File: src/rtl/stepdiff_pkg.sv
// Shared definitions for the differential stepper move sequencer.
//   - speed table (Hz per level) and the step-period helper
//   - left/right 4-phase coil pattern tables and the pattern lookup helper
//   - sequencer state encoding
package stepdiff_pkg;

  localparam int unsigned SPD_HZ_0 = 60;
  localparam int unsigned SPD_HZ_1 = 120;
  localparam int unsigned SPD_HZ_2 = 240;
  localparam int unsigned SPD_HZ_3 = 400;

  // Coil order is {A, B, /A, /B}; tables are in forward-direction order.
  localparam logic [3:0] PAT_L [4] = '{4'b1000, 4'b0100, 4'b0010, 4'b0001};
  localparam logic [3:0] PAT_R [4] = '{4'b0001, 4'b0010, 4'b0100, 4'b1000};

  typedef enum logic {StIdle, StRun} state_e;

  // Step period in clock cycles for a speed level (integer, truncated).
  function automatic int unsigned period_cycles(input int unsigned clk_hz,
                                                input logic [1:0] lvl);
    case (lvl)
      2'd0:    return clk_hz / SPD_HZ_0;
      2'd1:    return clk_hz / SPD_HZ_1;
      2'd2:    return clk_hz / SPD_HZ_2;
      default: return clk_hz / SPD_HZ_3;
    endcase
  endfunction

  // Reverse direction walks the table backwards: index 3-ph == ~ph for 2 bits.
  function automatic logic [3:0] coil_pattern(input logic mirror, input logic dir,
                                              input logic [1:0] ph);
    logic [1:0] idx;
    idx = dir ? ~ph : ph;
    return mirror ? PAT_R[idx] : PAT_L[idx];
  endfunction

endpackage

File: src/rtl/stepdiff_axis.sv
// One wheel axis: period counter, remaining/done step counters, ramp level,
// phase index and coil pattern register.
//   clk, rst        clock, synchronous active-high reset
//   load            accept pulse: latch steps/target/dir, restart at level 0
//   stop            abort: drop all remaining steps, no further pulses
//   dir, target     direction and target speed level
//   steps           step count for this move
//   step            one-cycle pulse per step
//   finished        no steps remaining
//   coil            current coil pattern {A, B, /A, /B}
module stepdiff_axis
  import stepdiff_pkg::*;
#(
  parameter int unsigned CLK_HZ    = 12000000,
  parameter int unsigned RAMP_LOG2 = 4,
  parameter bit          MIRROR    = 1'b0
) (
  input  logic        clk,
  input  logic        rst,
  input  logic        load,
  input  logic        stop,
  input  logic        dir,
  input  logic [1:0]  target,
  input  logic [15:0] steps,
  output logic        step,
  output logic        finished,
  output logic [3:0]  coil
);

  localparam int unsigned PMAX = period_cycles(CLK_HZ, 2'd0);
  localparam int unsigned CW   = $clog2(PMAX + 1);
  localparam logic [CW-1:0] PER [4] = '{
    CW'(period_cycles(CLK_HZ, 2'd0)), CW'(period_cycles(CLK_HZ, 2'd1)),
    CW'(period_cycles(CLK_HZ, 2'd2)), CW'(period_cycles(CLK_HZ, 2'd3))
  };

  logic [CW-1:0] cnt_q;
  logic [15:0]   rem_q, k_q;
  logic [1:0]    lvl_q, tgt_q, ph_q;
  logic          dir_q, step_q;
  logic [3:0]    coil_q;

  logic          fire;
  logic [15:0]   k_next, r_next, ramp_k, ramp_r;
  logic [1:0]    lvl_next;

  // cnt_q counts cycles since the last step (the accept cycle counts as a
  // step at 0), so a pulse lands exactly PER[lvl] cycles after the previous.
  always_comb begin
    fire     = (cnt_q == (PER[lvl_q] - CW'(1)));
    k_next   = k_q + 16'd1;
    r_next   = rem_q - 16'd1;
    ramp_k   = k_next >> RAMP_LOG2;
    ramp_r   = r_next >> RAMP_LOG2;
    lvl_next = tgt_q;
    if (ramp_k < 16'(lvl_next)) lvl_next = ramp_k[1:0];
    if (ramp_r < 16'(lvl_next)) lvl_next = ramp_r[1:0];
  end

  always_ff @(posedge clk) begin
    if (rst) begin
      cnt_q  <= '0;
      rem_q  <= '0;
      k_q    <= '0;
      lvl_q  <= '0;
      tgt_q  <= '0;
      ph_q   <= '0;
      dir_q  <= 1'b0;
      step_q <= 1'b0;
      coil_q <= '0;
    end else begin
      step_q <= 1'b0;
      if (load) begin
        rem_q <= steps;
        k_q   <= '0;
        lvl_q <= '0;
        tgt_q <= target;
        dir_q <= dir;
        cnt_q <= CW'(1);
      end else if (stop) begin
        rem_q <= '0;
      end else if (rem_q != '0) begin
        if (fire) begin
          step_q <= 1'b1;
          rem_q  <= r_next;
          k_q    <= k_next;
          lvl_q  <= lvl_next;
          cnt_q  <= '0;
          coil_q <= coil_pattern(MIRROR, dir_q, ph_q);
          ph_q   <= ph_q + 2'd1;
        end else begin
          cnt_q <= cnt_q + CW'(1);
        end
      end
    end
  end

  assign step     = step_q;
  assign finished = (rem_q == '0);
  assign coil     = coil_q;

endmodule

File: src/rtl/stepdiff_seq.sv
// Two-wheel differential stepper move sequencer.
//   clk, rst                  clock, synchronous active-high reset
//   cmd_valid / cmd_ready     move command handshake
//   cmd_dir                   0 forward, 1 reverse (both wheels)
//   cmd_spd_l / cmd_spd_r     target speed codes
//   cmd_steps_l / cmd_steps_r step counts
//   abort                     stop the current move immediately
//   busy                      move in progress
//   done                      one-cycle pulse on normal completion
//   step_l / step_r           one-cycle pulse per wheel step
//   motor_l / motor_r         coil drive {A, B, /A, /B}
module stepdiff_seq
  import stepdiff_pkg::*;
#(
  parameter int unsigned CLK_HZ      = 12000000,
  parameter int unsigned RAMP_LOG2   = 4,
  parameter bit          HOLD_TORQUE = 1'b1
) (
  input  logic        clk,
  input  logic        rst,
  input  logic        cmd_valid,
  output logic        cmd_ready,
  input  logic        cmd_dir,
  input  logic [1:0]  cmd_spd_l,
  input  logic [1:0]  cmd_spd_r,
  input  logic [15:0] cmd_steps_l,
  input  logic [15:0] cmd_steps_r,
  input  logic        abort,
  output logic        busy,
  output logic        done,
  output logic        step_l,
  output logic        step_r,
  output logic [3:0]  motor_l,
  output logic [3:0]  motor_r
);

  state_e     state_q;
  logic       done_q;
  logic       accept, both_zero, stop, fin_l, fin_r;
  logic [3:0] coil_l, coil_r;

  assign cmd_ready = (state_q == StIdle) & ~abort;
  assign accept    = cmd_valid & cmd_ready;
  assign both_zero = (cmd_steps_l == 16'd0) && (cmd_steps_r == 16'd0);
  assign stop      = abort & (state_q == StRun);

  stepdiff_axis #(
    .CLK_HZ    (CLK_HZ),
    .RAMP_LOG2 (RAMP_LOG2),
    .MIRROR    (1'b0)
  ) u_axis_l (
    .clk      (clk),
    .rst      (rst),
    .load     (accept),
    .stop     (stop),
    .dir      (cmd_dir),
    .target   (cmd_spd_l),
    .steps    (cmd_steps_l),
    .step     (step_l),
    .finished (fin_l),
    .coil     (coil_l)
  );

  stepdiff_axis #(
    .CLK_HZ    (CLK_HZ),
    .RAMP_LOG2 (RAMP_LOG2),
    .MIRROR    (1'b1)
  ) u_axis_r (
    .clk      (clk),
    .rst      (rst),
    .load     (accept),
    .stop     (stop),
    .dir      (cmd_dir),
    .target   (cmd_spd_r),
    .steps    (cmd_steps_r),
    .step     (step_r),
    .finished (fin_r),
    .coil     (coil_r)
  );

  always_ff @(posedge clk) begin
    if (rst) begin
      state_q <= StIdle;
      done_q  <= 1'b0;
    end else begin
      done_q <= 1'b0;
      unique case (state_q)
        StIdle: begin
          if (accept) begin
            // An empty move completes immediately without ever going busy.
            if (both_zero) done_q  <= 1'b1;
            else           state_q <= StRun;
          end
        end
        StRun: begin
          if (abort) begin
            state_q <= StIdle;
          end else if (fin_l && fin_r) begin
            state_q <= StIdle;
            done_q  <= 1'b1;
          end
        end
        default: state_q <= StIdle;
      endcase
    end
  end

  assign busy = (state_q == StRun);
  assign done = done_q;

  // Without holding torque the coils are released as soon as the move ends.
  assign motor_l = (HOLD_TORQUE || busy) ? coil_l : 4'b0000;
  assign motor_r = (HOLD_TORQUE || busy) ? coil_r : 4'b0000;

endmodule

File: config.mk
export PLATFORM = sky130hd
export DESIGN_NAME = stepdiff_seq
export DESIGN_NICKNAME = d
export VERILOG_FILES = /design/src/rtl/stepdiff_pkg.sv /design/src/rtl/stepdiff_axis.sv /design/src/rtl/stepdiff_seq.sv
export SDC_FILE = /design/constraint.sdc
export NUM_CORES = 1
export LEC_CHECK = 0
export ABC_AREA = 1
export CORE_ASPECT_RATIO = 1.2
export CORE_MARGIN = 2
export CORE_UTILIZATION = 50
export CTS_BUF_LIST = sky130_fd_sc_hd__clkbuf_16
export CTS_CLUSTER_SIZE = 25
export DETAILED_ROUTE_END_ITERATION = 12
export PLACE_DENSITY = 0.7
export SKIP_CTS_REPAIR_TIMING = 1
export SLEW_MARGIN = 20
export SYNTH_ARGS = -nofsm -noshare
export SYNTH_HDL_FRONTEND = slang
export SYNTH_HIERARCHICAL = 1
export SYNTH_SLANG_ARGS = --single-unit
export TNS_END_PERCENT = 10
File: constraint.sdc
create_clock -name clk -period 2.7 [get_ports clk]
set_clock_uncertainty 0.05 [all_clocks]
set_input_delay 0.27 -clock clk [delete_from_list [all_inputs] [get_ports clk]]
set_output_delay 0.27 -clock clk [all_outputs]
set_load 0.005 [all_outputs]
=== Word level (Yosys, flattened, before mapping) ===
Cells that the tools add are included.

* $lt $le $gt $ge: 8
* Equality and inequality tests: 3
* Bitwise gates (word level): 15
* Reduce and logical (&&, ||, !) cells: 27
* Add/subtract/negate cells: 10
* Mux-type cells: 46

{| class="wikitable"
|+ Operators with widths
! kind !! count
|-
| $mux W16 || 8
|-
| $mux W18 || 6
|-
| $bmux W18 S2 || 2
|-
| $logic_not A16 Y1 || 4
|-
| $lt A12 B2 Y1 || 4
|-
| $add A18 B1 Y18 const B || 2
|-
| $eq A18 B18 Y1 || 2
|-
| $sub A18 B1 Y18 const B || 2
|-
| $add A16 B1 Y16 const B || 2
|-
| $reduce_bool A16 Y1 || 2
|-
| $sub A16 B1 Y16 const B || 2
|-
| $bmux W4 S2 || 2
|-
| $mux W1 || 16
|-
| $mux W4 || 4
|-
| $ge A3 B3 Y1 const B || 4
|-
| $mux W2 || 6
|-
| $not A2 Y3 || 4
|-
| $reduce_and A2 Y1 || 6
|-
| $reduce_bool A3 Y1 || 4
|-
| $reduce_and A4 Y1 || 2
|-
| $reduce_or A4 Y1 || 2
|-
| $not A1 Y1 || 6
|-
| $reduce_and A3 Y1 || 2
|-
| $add A2 B1 Y2 const B || 2
|-
| 7 further kinds || 13
|}

* Output and inout port bits: 13
* Word-level logic and storage cells: 130
* Bits in registers: 125
* Input port bits: 41

=== Depth between registers and ports, before layout ===
* Depth after elaboration: 10
* Mapped depth: 25
* Gate-level depth less buffers: 25

=== Cells and area by module ===
The synthesis kept the hierarchy.

{| class="wikitable"
|+ Modules (own cells, without submodules)
! module !! instances !! area each (µm²) !! cells each !! sequential area each (µm²)
|-
| stepdiff_axis at u_axis_r || 1 || 3972.6 || 599 || 1241.2
|-
| stepdiff_axis at u_axis_l || 1 || 3791.1 || 553 || 1241.2
|-
| stepdiff_seq || 1 || 227.7 || 45 || 40.0
|}

=== Worst setup path before layout ===
Ideal clock, no wire load.

* Path kind: register to register
* Start: register u_axis_l.k_q[2]
* End: register u_axis_l.lvl_q[0]
* Required time: 2537 ps
* Setup time: 113 ps
* Path buffers: 0
* Period minus slack after synthesis: 2904 ps
* Arrival time: 2741 ps
* Slack: -204 ps
* Stages on the path, launching flop included: 25
* Cell sequence: dfxtp_1 > inv_1 > nor2_2 > inv_1 > nor2_1 > xor2_1 > inv_1 > ha_1 > nand2_1 > inv_1 > nor2_1 > nand2_1 > nor2_1 > nand2_1 > nand2_1 > o21ai_0 > ha_1 > nor3_1 > nand2_1 > nor2_1 > nand3_1 > nor2_1 > nand3_1 > nand3_1 > nand2_1

* Cells in the longest elaborated chain, start to end: 5

{| class="wikitable"
|+ RTL lines
! what !! RTL line !! source
|-
| start: declaration || stepdiff_axis.sv:38 || <nowiki>logic [15:0] rem_q, k_q;</nowiki>
|-
| start signal: assignment || stepdiff_axis.sv:86 || <nowiki>k_q <= k_next;</nowiki>
|-
| $add A16 B1 Y16 * || stepdiff_axis.sv:51 || <nowiki>k_next = k_q + 16'd1;</nowiki>
|-
| net u_axis_l.k_next[5] || stepdiff_axis.sv:44 || <nowiki>logic [15:0] k_next, r_next, ramp_k, ramp_r;</nowiki>
|-
| $lt A12 B2 Y1 || stepdiff_axis.sv:56 || <nowiki>if (ramp_k < 16'(lvl_next)) lvl_next = ramp_k[1:0];</nowiki>
|-
| $mux W2 * || stepdiff_axis.sv:56 ||
|-
| $lt A12 B2 Y1 || stepdiff_axis.sv:57 || <nowiki>if (ramp_r < 16'(lvl_next)) lvl_next = ramp_r[1:0];</nowiki>
|-
| $mux W2 * || stepdiff_axis.sv:57 ||
|-
| end signal: assignment || stepdiff_axis.sv:87 || <nowiki>lvl_q <= lvl_next;</nowiki>
|-
| end: declaration || stepdiff_axis.sv:39 || <nowiki>logic [1:0] lvl_q, tgt_q, ph_q;</nowiki>
|}

Mark *: on every way through the listed nets, which the timed path passes. The rest lies on a longest branch.
A chain may end at the register's enable or synchronous reset.

=== Final worst setup path ===
Ends and elaborated chain as after synthesis.

==> tab_implementation.tex <==
\begin{tabular}{lr}
\hline
Metric & Value \\
\hline
\multicolumn{2}{l}{\textbf{Run status}} \\
\quad Run status & finished with violations \\
\quad Violated checks & setup timing \\
\multicolumn{2}{l}{\textbf{Floorplanning}} \\
\quad Die extent in x & 119 um \\
\quad Die Y-Extent & 142 um \\
\quad Total number of placement rows & 50 \\
\quad I/O pin count & 54 \\
\quad Starting utilization of the core area & 51.1\% \\
\quad Standard cell core area & 15600 um2 \\
\quad Area of the die & 17000 um2 \\
\multicolumn{2}{l}{\textbf{Setup path}} \\
\quad Most used cell, CP & sky130\_fd\_sc\_hd\_\_nand2\_1 \\
\quad Largest stage delay on the critical path & 330 ps \\
\quad Kind of end point of the critical path & flop \\
\quad Internal reg-to-reg setup slack & -70 ps \\
\quad Largest fanout on the critical path & 3 \\
\quad Arr. time, crit path & 3080 ps \\
\quad Crit Reg-Reg Endpoint & u\_axis\_l/lvl\_q[0] \\
\quad Required time worst endpoint & 3010 ps \\
\quad Category of the most critical setup path & flop to flop \\
\quad R2r worst-path depth & 25 \\
\quad Top cell family by delay on the critical path & simple AND/OR/NAND/NOR gates \\
\quad Number of buffer and inverter instances along the worst setup path & 4 \\
\quad Critical-path top delay cell & sky130\_fd\_sc\_hd\_\_dfxtp\_2 \\
\quad Launch instance of the worst register-to-register path & u\_axis\_l/k\_q[2] \\
\quad Critical Path Source Type & flop \\
\multicolumn{2}{l}{\textbf{Clock network}} \\
\quad Root Buffer Master & sky130\_fd\_sc\_hd\_\_clkbuf\_16 \\
\quad Maximum buffer depth of the clock tree & 2 \\
\quad Total CTS buffers & 17 \\
\quad Later-pin clock latency in the skew report & 420 ps \\
\quad TritonCTS clock tree & yes \\
\quad Clock transition at path regs & roughly 60 ps \\
\quad Clock net sink count & 126 \\
\quad Htree depth & 4 \\
\multicolumn{2}{l}{\textbf{Drt}} \\
\quad Routed wire per std cell & between 10 and 15 um \\
\quad First-pass DRT Iterations & 5 \\
\quad Total routed wirelength & 20500 um \\
\quad Antenna Nets Post-Route & 0 \\
\quad Via density per instance & 5.24 \\
\quad DRC violation total after the first TritonRoute iteration & 446 \\
\quad DRC errors left & 0 \\
\quad Number of vias after detailed routing & between 7000 and 8000 \\
\multicolumn{2}{l}{\textbf{Final layout}} \\
\quad Number of fill cells in the layout & 1462 \\
\quad Area added between synthesis and finish & 21.8\% \\
\quad Fraction of layout instances using a drive strength above 1 & 13.1\% \\
\quad Final Non-Filler Cells & 1524 \\
\quad Final core area utilization & 62.3\% \\
\quad Ant diodes & 0 \\
\quad Final net count & 1368 \\
\multicolumn{2}{l}{\textbf{Synthesis}} \\
\quad Syn Std Cell Area & 7990 um2 \\
\quad Area share of the largest cell type after synthesis & 31.6\% \\
\quad Post-synth EDFFs & 0 \\
\quad Number of flip-flops and latches in the synthesized netlist & between 100 and 150 \\
\quad Cell types with the highest counts after synthesis & 264 x sky130\_fd\_sc\_hd\_\_nand2\_1, 143 x sky130\_fd\_sc\_hd\_\_inv\_1, 143 x sky130\_fd\_sc\_hd\_\_nor2\_1 \\
\quad Top FF cell, synth & sky130\_fd\_sc\_hd\_\_dfxtp\_1 \\
\quad Number of synthesis warnings & 6 \\
\quad Fraction of synthesis flops using an asynchronous set or reset pin & 0\% \\
\quad Cells taking the most area after synthesis & sky130\_fd\_sc\_hd\_\_dfxtp\_1 32\%, sky130\_fd\_sc\_hd\_\_nand2\_1 12\%, sky130\_fd\_sc\_hd\_\_inv\_1 6.7\%, sky130\_fd\_sc\_hd\_\_nor2\_1 6.7\%, sky130\_fd\_sc\_hd\_\_o21ai\_0 5.1\% \\
\quad Net count of the mapped netlist & 1262 \\
\quad Cell with the most instances after synthesis & sky130\_fd\_sc\_hd\_\_nand2\_1 \\
\quad Syn avg cell area & 6.68 um2 \\
\quad Syn Inst Count & 1197 \\
\quad Number of different library cells in the post-synthesis netlist & 53 \\
\quad Post-synthesis sequential area ratio & 31.6\% \\
\quad Cell accounting for the most synthesized area & sky130\_fd\_sc\_hd\_\_dfxtp\_1 \\
\multicolumn{2}{l}{\textbf{Timing}} \\
\quad Fin worst setup slack & -69.9 ps \\
\quad Measured slew at the worst slew-check pin & 631 ps \\
\quad FMAX & $\sim$360 MHz \\
\quad Final max-slew violation count & 0 \\
\quad Setup repair after global routing missed its margin & yes \\
\quad Number of hold violations in the final report & 0 \\
\quad Final setup violation count & 4 \\
\quad Final min period & approximately 2800 ps \\
\quad Total negative slack & -227 ps \\
\quad Slew HR & just under 60\% \\
\quad Share of the cycle needed by the critical path after routing & 103\% \\
\multicolumn{2}{l}{\textbf{Min path}} \\
\quad Worst hold endpoint & u\_axis\_r/rem\_q[3] \\
\quad Hold crit path type & input port to flop \\
\quad Source of the worst hold timing path & cmd\_steps\_r[3] \\
\quad Min-Delay Path Depth & 3 \\
\multicolumn{2}{l}{\textbf{Power and ir drop}} \\
\quad VDD IR-drop max & 508 uV \\
\quad Reported leakage power & 4.05 nW \\
\quad Total power & 5.16 mW \\
\quad Total power per unit cell area & 530 nW/um2 \\
\multicolumn{2}{l}{\textbf{Placement}} \\
\quad RePlAce Congestion & 0.987 \\
\quad Placed instance count & 1489 \\
\quad Count of buffers from port buffering & 53 \\
\quad HPWL after DPL & 15700 um \\
\multicolumn{2}{l}{\textbf{GRT}} \\
\quad First-pass GRT wire length & around 34000 um \\
\quad Pin count of the biggest net entering global routing & 39 \\
\quad Number of antenna violations at the first check in global routing & 0 \\
\quad Via count of the first global-routing pass & 7570 \\
\quad Total routing usage reported by global routing & between 20\% and 30\% \\
\quad Sum of overflow across all layers after global routing & 0 \\
\multicolumn{2}{l}{\textbf{Job}} \\
\quad Number of violations of the max-capacitance limit & 0 \\
\hline
\end{tabular}
## worst max path at each step
| stage | from | endpoint | slack [ps] | depth (start not counted) |
|---|---|---|---|---|
| final | u_axis_l/k_q[2] | u_axis_l/lvl_q[0] | -70 | 25 |
| after global routing | u_axis_l/k_q[2] | u_axis_l/lvl_q[0] | -350 | 25 |
| after CTS | u_axis_l/k_q[0] | u_axis_l/lvl_q[0] | -300 | 24 |
| after detailed placement | u_axis_l/k_q[0] | u_axis_l/lvl_q[0] | -240 | 24 |
| after global placement | u_axis_l/k_q[0] | u_axis_l/lvl_q[0] | -140 | 24 |
| after floorplan | u_axis_l/k_q[0] | u_axis_l/lvl_q[0] | -80 | 24 |
## metal layers
layer,vias up,global-route usage [%],routed length [um]
met5,-,0,0
met4,0,8.79,454
met3,36,4.81,684
met2,159,45.6,10500
met1,3629,28.1,8920
li1,4164,-,-
## cells in the final DEF, fill, tap and decap left out, types with 2 or more instances in the layout
master | Yosys | final
sky130_fd_sc_hd__nand2_1 | 264 | 260
sky130_fd_sc_hd__inv_1 | 143 | 146
sky130_fd_sc_hd__nor2_1 | 143 | 136
sky130_fd_sc_hd__dfxtp_1 | 126 | 121
sky130_fd_sc_hd__o21ai_0 | 81 | 79
sky130_fd_sc_hd__a21oi_1 | 75 | 75
sky130_fd_sc_hd__nand3_1 | 73 | 69
sky130_fd_sc_hd__buf_4 | 4 | 59
sky130_fd_sc_hd__clkdlybuf4s50_1 | 0 | 53
sky130_fd_sc_hd__xor2_1 | 37 | 37
sky130_fd_sc_hd__nand4_1 | 28 | 28
sky130_fd_sc_hd__nor3_1 | 24 | 23
sky130_fd_sc_hd__ha_1 | 24 | 23
sky130_fd_sc_hd__o22ai_1 | 18 | 18
sky130_fd_sc_hd__clkbuf_16 | 0 | 17
sky130_fd_sc_hd__xnor2_1 | 17 | 17
sky130_fd_sc_hd__nand2_2 | 11 | 15
sky130_fd_sc_hd__inv_2 | 10 | 12
sky130_fd_sc_hd__nor4_1 | 11 | 11
sky130_fd_sc_hd__nor2_2 | 6 | 10
sky130_fd_sc_hd__a211oi_1 | 9 | 9
sky130_fd_sc_hd__nor3_2 | 7 | 8
sky130_fd_sc_hd__o21ai_1 | 6 | 7
sky130_fd_sc_hd__nor2_4 | 3 | 6
sky130_fd_sc_hd__o21ai_2 | 5 | 6
sky130_fd_sc_hd__nand3_2 | 2 | 6
sky130_fd_sc_hd__o211a_1 | 6 | 6
sky130_fd_sc_hd__clkinv_1 | 1 | 5
sky130_fd_sc_hd__a31oi_1 | 5 | 5
sky130_fd_sc_hd__dfxtp_2 | 0 | 5
sky130_fd_sc_hd__o211ai_1 | 4 | 4
sky130_fd_sc_hd__o31ai_1 | 4 | 4
sky130_fd_sc_hd__clkinv_2 | 0 | 3
sky130_fd_sc_hd__bufinv_16 | 0 | 3
sky130_fd_sc_hd__nand3b_1 | 3 | 3
sky130_fd_sc_hd__or2_2 | 3 | 3
sky130_fd_sc_hd__nand2_4 | 3 | 3
sky130_fd_sc_hd__a21oi_2 | 2 | 2
sky130_fd_sc_hd__nor3_4 | 2 | 2
sky130_fd_sc_hd__inv_4 | 2 | 2
## per-stage QoR
step / setup slack [ps] / area [um2] / hold WS [ps]
after global placement: -136 / 9090 / 410
after global routing: -354 / 9740 / 456
final: -69.9 / 9740 / 405
after detailed placement: -243 / 9090 / 419
after CTS: -295 / 9660 / 395
after floorplan: -75.5 / 8010 / 282
## cells by family (layout without fill, tap and decap cells)
group | count (synthesis) | after routing | share of synthesized area (%)
buf+inv | 182 | 301 | 9.30
xor+xnor | 54 | 54 | 5.92
simple gates | 592 | 592 | 33.9
compound gates | 219 | 219 | 15.5
flops | 126 | 126 | 31.6
fa+ha+maj | 24 | 24 | 3.76
## report_power, final
group | switching, mW | internal [mW]
registers | 0.0596 | 1.93
logic | 0.598 | 0.361
clock network | 0.807 | 1.41
total | 1.46 | 3.70
## registers in the layout, indices dropped and copies added, names as in the netlist
signal	count
u_axis_l/tgt_q	2
u_axis_l/dir_q	1
u_axis_r/k_q	16
u_axis_l/cnt_q	18
done	1
u_axis_r/rem_q	16
u_axis_r/ph_q	2
u_axis_l/k_q	16
u_axis_r/coil	4
u_axis_r/lvl_q	2
u_axis_r/cnt_q	18
u_axis_r/step	1
u_axis_l/step	1
u_axis_l/coil	4
u_axis_r/tgt_q	2
u_axis_l/ph_q	2
u_axis_l/rem_q	16
busy	1
u_axis_l/lvl_q	2
u_axis_r/dir_q	1
## layout make-up
type                       instances  area, um2  share of cell area (%)
inverter                         156        591                    6.07
clock buffer                      17        425                    4.37
tap                              208        260                    2.67
timing repair buffer             113        993                    10.2
clock inverter                    15        139                    1.43
multi-input combinational        889       4800                    49.3
sequential                       126       2530                    26.0
## worst register-to-register path, stage by stage, from the launching register on
cell and delay (ps):
sky130_fd_sc_hd__dfxtp_2 330, sky130_fd_sc_hd__inv_2 50, sky130_fd_sc_hd__nor2_4 110, sky130_fd_sc_hd__inv_2 40, sky130_fd_sc_hd__nor2_2 80, sky130_fd_sc_hd__xor2_1 200
sky130_fd_sc_hd__inv_1 90, sky130_fd_sc_hd__ha_1 290, sky130_fd_sc_hd__nand2_1 60, sky130_fd_sc_hd__inv_1 40, sky130_fd_sc_hd__nor2_1 90, sky130_fd_sc_hd__nand2_1 60
sky130_fd_sc_hd__nor2_2 100, sky130_fd_sc_hd__nand2_1 80, sky130_fd_sc_hd__nand2_1 80, sky130_fd_sc_hd__o21ai_2 70, sky130_fd_sc_hd__ha_2 170, sky130_fd_sc_hd__nor3_2 100
sky130_fd_sc_hd__nand2_1 80, sky130_fd_sc_hd__nor2_2 90, sky130_fd_sc_hd__nand3_2 80, sky130_fd_sc_hd__nor2_4 120, sky130_fd_sc_hd__nand2_2 70, sky130_fd_sc_hd__nand2_1 60
sky130_fd_sc_hd__nand3_1 70, sky130_fd_sc_hd__nand2_1 60
No activity file was read; power rests on OpenSTA's default activity.
